### src/rtl/memstream_rr_sched.sv
// Single-port weight-memory read scheduler: config access has absolute priority,
// stream consumers share the remaining cycles round-robin, and read data is tagged back to its requester.
module memstream_rr_sched #(
    parameter int           NSTREAMS     = 4,
    parameter int           MEM_DEPTH    = 13824,
    parameter int           MEM_WIDTH    = 32,
    parameter int           ADDR_WIDTH   = $clog2(MEM_DEPTH),
    parameter int           RD_LATENCY   = 2,
    parameter logic [191:0] STRM_OFFSETS = {32'd11520, 32'd9216, 32'd6912, 32'd4608, 32'd2304, 32'd0},
    parameter logic [191:0] STRM_DEPTHS  = {6{32'd2304}}
) (
    input  logic                  aclk,
    input  logic                  aresetn,
    input  logic                  config_ce,
    input  logic                  config_we,
    input  logic [ADDR_WIDTH-1:0] config_address,
    input  logic [MEM_WIDTH-1:0]  config_d0,
    output logic [MEM_WIDTH-1:0]  config_q0,
    output logic                  config_rack,
    input  logic [NSTREAMS-1:0]   strm_afull,
    output logic                  mem_ce,
    output logic                  mem_we,
    output logic [ADDR_WIDTH-1:0] mem_addr,
    output logic [MEM_WIDTH-1:0]  mem_d,
    input  logic [MEM_WIDTH-1:0]  mem_q,
    output logic [NSTREAMS-1:0]   strm_valid,
    output logic [MEM_WIDTH-1:0]  strm_data
);

    logic [NSTREAMS-1:0][ADDR_WIDTH-1:0] w_ptrs;
    logic                                w_hi_vld;
    logic                                w_lo_vld;
    logic                                w_sgrant;
    logic [2:0]                          w_sid;
    logic [ADDR_WIDTH-1:0]               w_saddr;
    logic [2:0]                          r_last;
    logic [RD_LATENCY:0]                 r_tag_vld;
    logic [RD_LATENCY:0]                 r_tag_cfg;
    logic [RD_LATENCY:0][2:0]            r_tag_id;
    logic                                w_new_vld;
    logic [NSTREAMS-1:0]                 w_ret_sv;
    logic                                r_mem_ce;
    logic                                r_mem_we;
    logic [ADDR_WIDTH-1:0]               r_mem_addr;
    logic [MEM_WIDTH-1:0]                r_mem_d;
    logic [MEM_WIDTH-1:0]                r_config_q0;
    logic                                r_config_rack;
    logic [NSTREAMS-1:0]                 r_strm_valid;
    logic [MEM_WIDTH-1:0]                r_strm_data;

    // Round-robin search: first eligible stream above r_last, else wrap to the lowest eligible.
    always_comb begin
        w_hi_vld = 1'b0;
        w_lo_vld = 1'b0;
        w_sid    = '0;
        w_saddr  = '0;
        for (int i = 0; i < NSTREAMS; i++) begin
            if (!w_hi_vld && !strm_afull[i] && (i > int'(r_last))) begin
                w_hi_vld = 1'b1;
                w_sid    = 3'(i);
                w_saddr  = w_ptrs[i];
            end
        end
        for (int i = 0; i < NSTREAMS; i++) begin
            if (!w_hi_vld && !w_lo_vld && !strm_afull[i]) begin
                w_lo_vld = 1'b1;
                w_sid    = 3'(i);
                w_saddr  = w_ptrs[i];
            end
        end
        w_sgrant = w_hi_vld | w_lo_vld;
    end

    for (genvar s = 0; s < NSTREAMS; s++) begin : g_ptr
        localparam logic [ADDR_WIDTH-1:0] OFF = ADDR_WIDTH'(STRM_OFFSETS[32*s +: 32]);
        localparam logic [ADDR_WIDTH-1:0] LST =
            ADDR_WIDTH'(STRM_OFFSETS[32*s +: 32] + STRM_DEPTHS[32*s +: 32] - 32'd1);
        logic [ADDR_WIDTH-1:0] r_ptr;

        always_ff @(posedge aclk or negedge aresetn) begin
            if (!aresetn) begin
                r_ptr <= OFF;
            end else if (!config_ce && w_sgrant && (w_sid == 3'(s))) begin
                r_ptr <= (r_ptr == LST) ? OFF : r_ptr + ADDR_WIDTH'(1);
            end
        end

        assign w_ptrs[s] = r_ptr;
    end

    // Config writes occupy the memory port but return nothing, so they carry no valid tag.
    assign w_new_vld = config_ce ? !config_we : w_sgrant;

    always_ff @(posedge aclk or negedge aresetn) begin
        if (!aresetn) begin
            r_mem_ce   <= 1'b0;
            r_mem_we   <= 1'b0;
            r_mem_addr <= '0;
            r_mem_d    <= '0;
            r_last     <= 3'(NSTREAMS - 1);
            r_tag_vld  <= '0;
            r_tag_cfg  <= '0;
            r_tag_id   <= '0;
        end else begin
            r_mem_ce  <= config_ce | w_sgrant;
            r_mem_we  <= config_ce & config_we;
            r_mem_d   <= config_ce ? config_d0 : '0;
            if (config_ce) begin
                r_mem_addr <= config_address;
            end else if (w_sgrant) begin
                r_mem_addr <= w_saddr;
                r_last     <= w_sid;
            end
            r_tag_vld <= {r_tag_vld[RD_LATENCY-1:0], w_new_vld};
            r_tag_cfg <= {r_tag_cfg[RD_LATENCY-1:0], config_ce};
            r_tag_id  <= {r_tag_id[RD_LATENCY-1:0], w_sid};
        end
    end

    always_comb begin
        w_ret_sv = '0;
        for (int i = 0; i < NSTREAMS; i++) begin
            w_ret_sv[i] = r_tag_vld[RD_LATENCY] && !r_tag_cfg[RD_LATENCY]
                          && (r_tag_id[RD_LATENCY] == 3'(i));
        end
    end

    always_ff @(posedge aclk or negedge aresetn) begin
        if (!aresetn) begin
            r_config_q0   <= '0;
            r_config_rack <= 1'b0;
            r_strm_valid  <= '0;
            r_strm_data   <= '0;
        end else begin
            r_config_rack <= r_tag_vld[RD_LATENCY] & r_tag_cfg[RD_LATENCY];
            r_strm_valid  <= w_ret_sv;
            if (r_tag_vld[RD_LATENCY] && r_tag_cfg[RD_LATENCY]) begin
                r_config_q0 <= mem_q;
            end
            if (r_tag_vld[RD_LATENCY] && !r_tag_cfg[RD_LATENCY]) begin
                r_strm_data <= mem_q;
            end
        end
    end

    assign mem_ce      = r_mem_ce;
    assign mem_we      = r_mem_we;
    assign mem_addr    = r_mem_addr;
    assign mem_d       = r_mem_d;
    assign config_q0   = r_config_q0;
    assign config_rack = r_config_rack;
    assign strm_valid  = r_strm_valid;
    assign strm_data   = r_strm_data;

endmodule

### config.mk
export PLATFORM = sky130hd
export DESIGN_NAME = memstream_rr_sched
export DESIGN_NICKNAME = d
export VERILOG_FILES = /design/src/rtl/memstream_rr_sched.sv
export SDC_FILE = /design/constraint.sdc
export NUM_CORES = 1
export LEC_CHECK = 0
export CAP_MARGIN = 20
export CELL_PAD_IN_SITES_DETAIL_PLACEMENT = 0
export CELL_PAD_IN_SITES_GLOBAL_PLACEMENT = 2
export CORE_UTILIZATION = 32
export CTS_BUF_LIST = sky130_fd_sc_hd__clkbuf_16
export DETAILED_ROUTE_END_ITERATION = 8
export GPL_TIMING_DRIVEN = 0
export PLACE_DENSITY = 0.87
export REMOVE_ABC_BUFFERS = 1
export SETUP_SLACK_MARGIN = 0.2
export SLEW_MARGIN = 30
export SYNTH_ARGS = -nofsm -noshare
export SYNTH_HDL_FRONTEND = slang
export SYNTH_SLANG_ARGS = --single-unit
### constraint.sdc
create_clock -name aclk -period 3.2 [get_ports aclk]
set_clock_uncertainty 0.1 [all_clocks]
set_input_delay 0.64 -clock aclk [delete_from_list [all_inputs] [get_ports aclk]]
set_output_delay 0.64 -clock aclk [all_outputs]
set_load 0.02 [all_outputs]
After elaboration in Yosys (flattened, before gate mapping):

Cells that the tools add are included.

* order comparisons: 3
* $add $sub $neg: 4
* multiplexer cells: 29
* eq/ne operators: 10
* bitwise operators: 5
* reduce and logical (&&, ||, !) cells: 40

Operator list (number)
* $mux W14: 13
* $add A14 B1 Y14 const B: 4
* $mux W32: 1
* $eq A14 B13 Y1 const B: 2
* $logic_and A1 B1 Y1: 23
* $eq A14 B12 Y1 const B: 1
* $eq A14 B14 Y1 const B: 1
* $logic_not A1 Y1: 13
* $eq A3 B2 Y1 const B: 4
* $mux W1: 9
* $mux W3: 3
* $eq A3 B1 Y1 const B: 2
* $gt A2 B3 Y1 const A: 2
* $logic_not A3 Y1: 2
* $mux W2: 3
* $gt A1 B3 Y1 const A: 1
* $and A1 B1 Y1: 2
* $or A1 B1 Y1: 2
* $reduce_and A2 Y1: 1
* $reduce_bool A2 Y1: 1
* $not A1 Y1: 1

* flip-flop bits (word level): 191
* output and inout bits: 117
* input port bits: 86
* word-level logic and storage cells: 109

Depth between registers and ports, before layout:

* word-level depth: 29
* gate-level depth with buffers: 8
* depth with buffers taken out: 6

Worst setup path before layout:

Ideal clock, no wire load.

* kind: input -> register
* start: input port strm_afull[0]
* end: register g_ptr[2].r_ptr[13]
* arrival time: 2274 ps
* stages: 8
* setup slack: 701 ps
* path through: buf_2 nor2b_1 o21a_1 nor3_4 inv_2 buf_6 nor4_2 mux2_2

* elaborated cells on any way between the ends: 23
* those cells by class: 1 x eq/ne; 8 x mux; 1 x bitwise; 13 x reduce/logical

RTL lines
* start, declared: line 20 `input logic [NSTREAMS-1:0] strm_afull,`
* $logic_not A1 Y1 *: line 65 `if (!w_hi_vld && !w_lo_vld && !strm_afull[i]) begin`
* $logic_and A1 B1 Y1 *: line 65
* $mux W1: line 65
* $logic_not A1 Y1: line 65
* $logic_and A1 B1 Y1 (2 in series): line 65
* $mux W1: line 65
* $logic_not A1 Y1: line 65
* $logic_and A1 B1 Y1 (2 in series): line 65
* $mux W1: line 65
* $logic_not A1 Y1: line 65
* $logic_and A1 B1 Y1 (2 in series): line 65
* $mux W3 *: line 65
* named net w_sid[0]: line 34 `logic [2:0] w_sid;`
* $eq A3 B2 Y1 *: line 83 `end else if (!config_ce && w_sgrant && (w_sid == 3'(s))) begin`
* $logic_and A1 B1 Y1 *: line 83
* end signal, assigned: line 84 `r_ptr <= (r_ptr == LST) ? OFF : r_ptr + ADDR_WIDTH'(1);`
* end, declared: line 78 `logic [ADDR_WIDTH-1:0] r_ptr;`

The timed path passes the listed nets; every way through them passes the cells marked *.
A chain may end at the register's enable or synchronous reset.

Final worst setup path:

* start: input port strm_afull[0]
* end: register g_ptr[1].r_ptr[11]

* longest elaborated chain between the ends: 18
* elaborated cells on any way between the ends: 23
* those cells by class: 1 x eq/ne; 8 x mux; 1 x bitwise; 13 x reduce/logical

Ends and longest elaborated chain
* $logic_not A1 Y1 *: line 65
* $logic_and A1 B1 Y1 *: line 65
* $mux W1: line 65
* $logic_not A1 Y1: line 65
* $logic_and A1 B1 Y1 (2 in series): line 65
* $mux W1: line 65
* $logic_not A1 Y1: line 65
* $logic_and A1 B1 Y1 (2 in series): line 65
* $mux W1: line 65
* $logic_not A1 Y1: line 65
* $logic_and A1 B1 Y1 (2 in series): line 65
* $mux W1: line 65
* $or A1 B1 Y1: line 71 `w_sgrant = w_hi_vld | w_lo_vld;`
* $logic_and A1 B1 Y1: line 83
* $logic_and A1 B1 Y1 *: line 83
* end signal, assigned: line 84
* end, declared: line 78

Every way passes the cells marked *; elsewhere a longest branch is shown, timed or not.

==> Flow_metrics.wiki <==
{| class="wikitable"
! Metric !! Value
|-
| Status || finished, final reports clean
|-
| Crit start category || primary input
|-
| Wire length of the first global-routing pass || 39.0 mm
|-
| Clock buffer count from CTS || 17
|-
| Final wirelength || 23.9 mm
|-
| Yosys top cell area share || 0.508
|-
| Slew at the pin with the worst max-slew slack || 0.827 ns
|-
| Critical-path top delay cell || o311ai_4
|-
| H-tree levels || 4
|-
| Placement Setup Slack || -0.725 ns
|-
| Final antenna-violating net count || 0
|-
| Synth Area in XOR/XNOR || 0.0241
|-
| Delay of the slowest cell on the worst path || 0.77 ns
|-
| Number of storage elements in the synthesis netlist || 187
|-
| Final count of negative-setup-slack endpoints || 0
|-
| Placement row count || 60
|-
| Series of cell instances along the critical path || clkdlybuf4s50_1 -> nor2b_1 -> o21a_1 -> o311ai_4 -> nor2_1 -> a211o_1
|-
| Most numerous cell types in the synthesized netlist || 177 x dfrtp_1, 76 x mux2_2, 76 x nand2_1, 41 x nor2_1, 36 x and2_1
|-
| Netlist cell types || 72
|-
| Clock insertion delay at the later pin of the skew report || 0.43 ns
|-
| Share of synthesized flip-flops with an asynchronous set or reset || 1.00
|-
| Synth Warn # || 0
|-
| Final weighted congestion in routability-driven placement || 0.813
|-
| Final Hold Fails || 0
|-
| Clock tree from TritonCTS || yes
|-
| Number of top-level pins || 203
|-
| DRC viols || 0
|-
| Share of cells above drive strength 1 || 0.168
|-
| NumNets Final || 1056
|-
| Iteration-0 DRC count of the detailed router || 409
|-
| Max Root-Sink Buffers || 2
|-
| Die footprint || 27900 sq um
|-
| Effective utilization at floorplan || 0.325
|-
| Post-route minimum period || 2.86 ns
|-
| Kind of cell adding the most delay to the critical path || compound AO/OA/AOI/OAI gates
|-
| Total routing usage reported by global routing || 0.177
|-
| Critical path data arrival time || 3.12 ns
|-
| Kind of critical path || primary input to register
|-
| Summed instance area of the synthesized netlist || 8710 sq um
|-
| Synthesis-to-finish area growth || 35.9%
|-
| Number of sinks handled by clock tree synthesis || 187
|-
| Required time reported for the critical path endpoint || 3.46 ns
|-
| Std-Cell Core Area || 26800 sq um
|-
| Proportion of synthesized chip area in sequential cells || 0.538
|-
| Main area contributors after synthesis || dfrtp_1 51%, mux2_2 9.8%, nand2_1 3.3%
|-
| WP buf/inv || 1
|-
| Detailed Routing Iterations Pass 1 || 5
|-
| Compound-Gate Fraction of Synth Area || 0.130
|-
| Cell at the root of the clock tree || clkbuf_16
|-
| Initial antenna violation count || 0
|-
| Mapped Cells || 777
|-
| Final period utilization || 0.894
|-
| Average wire per standard cell || 18.1 microns
|-
| Setup repair after global routing missed its margin || no
|-
| Rel. slew slack || 0.447
|-
| Number of max-slew violations in the final report || 0
|-
| Top achievable clock speed || 350 MHz
|-
| Mux share of post-synthesis cell area || 0.107
|-
| Pin count of the biggest net entering global routing || 81
|-
| Number of hold buffers added after CTS || 0
|-
| # fillers || 2517
|-
| # Max-Cap Violations || 0
|-
| Top fanout value on the critical path || 18
|-
| Detailed Place HPWL || 17.4 mm
|-
| Post-Syn Area per Cell || 11.2 sq um
|-
| Number of diodes || 0
|-
| Max VDD drop || 330 uV
|-
| PwrDens || 580 nW/um^2
|-
| Via count of the first global-routing pass || 6956
|-
| Total leakage power || 4.70 nW
|-
| Width of the chip || 167 microns
|-
| IO Port Bufs || 202
|-
| Top FF cell, synth || dfrtp_1
|-
| Detailed-route vias per instance || 5.15
|-
| Largest area contributor in the netlist || dfrtp_1
|-
| Combinational family with the most area after synthesis || simple AND/OR/NAND/NOR gates
|-
| Setup slack of the worst register-to-register path || 0.48 ns
|-
| Fraction of the mapped netlist area in simple logic gates || 0.166
|-
| Total overflow reported by the global router || 0
|-
| Via count || 6800
|-
| Clk pin slew, worst setup/hold paths || 0.08 ns
|-
| Critical Path Sink Type || register
|-
| Synthesized-area fraction occupied by adder cells || 0.00574
|-
| Tightest Hold Check Type || primary input to asynchronous set/reset pin
|-
| Worst setup margin || 0.341 ns
|-
| Die boundary height || 167 microns
|-
| Number of enable flip-flop cells after synthesis || 0
|-
| Leading cell type by number of instances after synthesis || dfrtp_1
|-
| Worst hold margin || 0.0874 ns
|}
## area by class of cell
type / count / area (sq um) / area share
Clock buffer: 17 / 425 / 0.0359
Clock inverter: 15 / 199 / 0.0168
Inverter: 14 / 56.3 / 0.00475
Timing Repair Buffer: 215 / 2190 / 0.185
Tap cell: 341 / 427 / 0.0360
Sequential cell: 187 / 4700 / 0.397
Multi-Input combinational cell: 531 / 3850 / 0.325
## worst paths after layout
check | start | endpoint | cells after the start
setup / recovery | strm_afull[0] | g_ptr[1].r_ptr[11] | 6
hold / removal | aresetn | config_q0[1] | 1
setup reg to reg | r_last[0] | g_ptr[2].r_ptr[13] | 6
hold reg to reg | r_tag_vld[1] | r_tag_vld[2] | 0
max in group asynchronous | aresetn | g_ptr[1].r_ptr[11] | 2
min in group aclk | r_tag_vld[1] | r_tag_vld[2] | 0
## metrics by stage
stage	setup TNS, ns	util	total power (W)	cell area [sq um]	instances
after global routing	0	0.442	0.00724	11800	1320
after floorplan	0	-	0.00384	8520	732
after CTS	0	0.441	0.00695	11800	1319
after detailed placement	-24.14	0.416	0.00469	11100	1285
after global placement	-1330.97	0.409	0.00464	11000	1275
final	0	0.442	0.00687	11800	1320
## cell families after synthesis
| kind of cell | count (synthesis) |
|---|---|
| DFF | 187 |
| adders and majority gates | 4 |
| muxes | 83 |
| AOI/OAI and AO/OA | 148 |
| buffers and inverters | 59 |
| xor gates and xnor gates | 24 |
| and+or+nand+nor | 272 |
## per-layer routing
layer  track usage  share of wire  up-vias
met5             0              0        -
met3        0.0392          0.065       16
met1         0.240           0.46     3334
li1              -              -     3224
met4        0.0423         0.0097        0
met2         0.288           0.47      226
## cell usage in the layout, fill, tap and decap left out, types with 5 or more instances in the layout
master,n
and2_1,36
nand4_1,11
nand2b_1,5
dfrtp_1,177
nor3b_1,5
mux2_2,76
clkdlybuf4s50_1,197
buf_4,7
nor2_1,39
o2111ai_1,12
a21oi_1,16
inv_1,11
o21ai_0,6
and3_1,6
mux2_1,6
nor3_1,20
o21ai_1,9
nor4_2,6
dfstp_2,9
a31oi_1,6
nand2_1,75
or4_1,5
clkbuf_16,17
xor2_1,12
o31ai_1,13
a22oi_1,13
a311o_1,12
nand3_1,33
o211ai_1,14
o21a_1,6
a21o_1,14
clkinv_8,5
xnor2_1,12
## flip-flops by register name (all words and copies together) (netlist names), 4 cells and up
name / flops
r_tag_id: 6
config_q0: 32
mem_d: 32
mem_addr: 14
strm_valid: 4
strm_data: 32
g_ptr.r_ptr: 56
## timing repair
item / CTS / global route
hold endpoints to repair: 0 / 0
setup buffers: 2 / 1
resized for setup: 7 / 3
endpoints found under the setup margin: 55 / 8
pin swaps: 1 / 1
## where the power goes
group | internal [W] | switching (W)
Sequential | 0.00269 | 0.000351
Clock | 0.00114 | 0.00108
Combinational | 0.000780 | 0.000838
(Power assumes the default switching activity.)
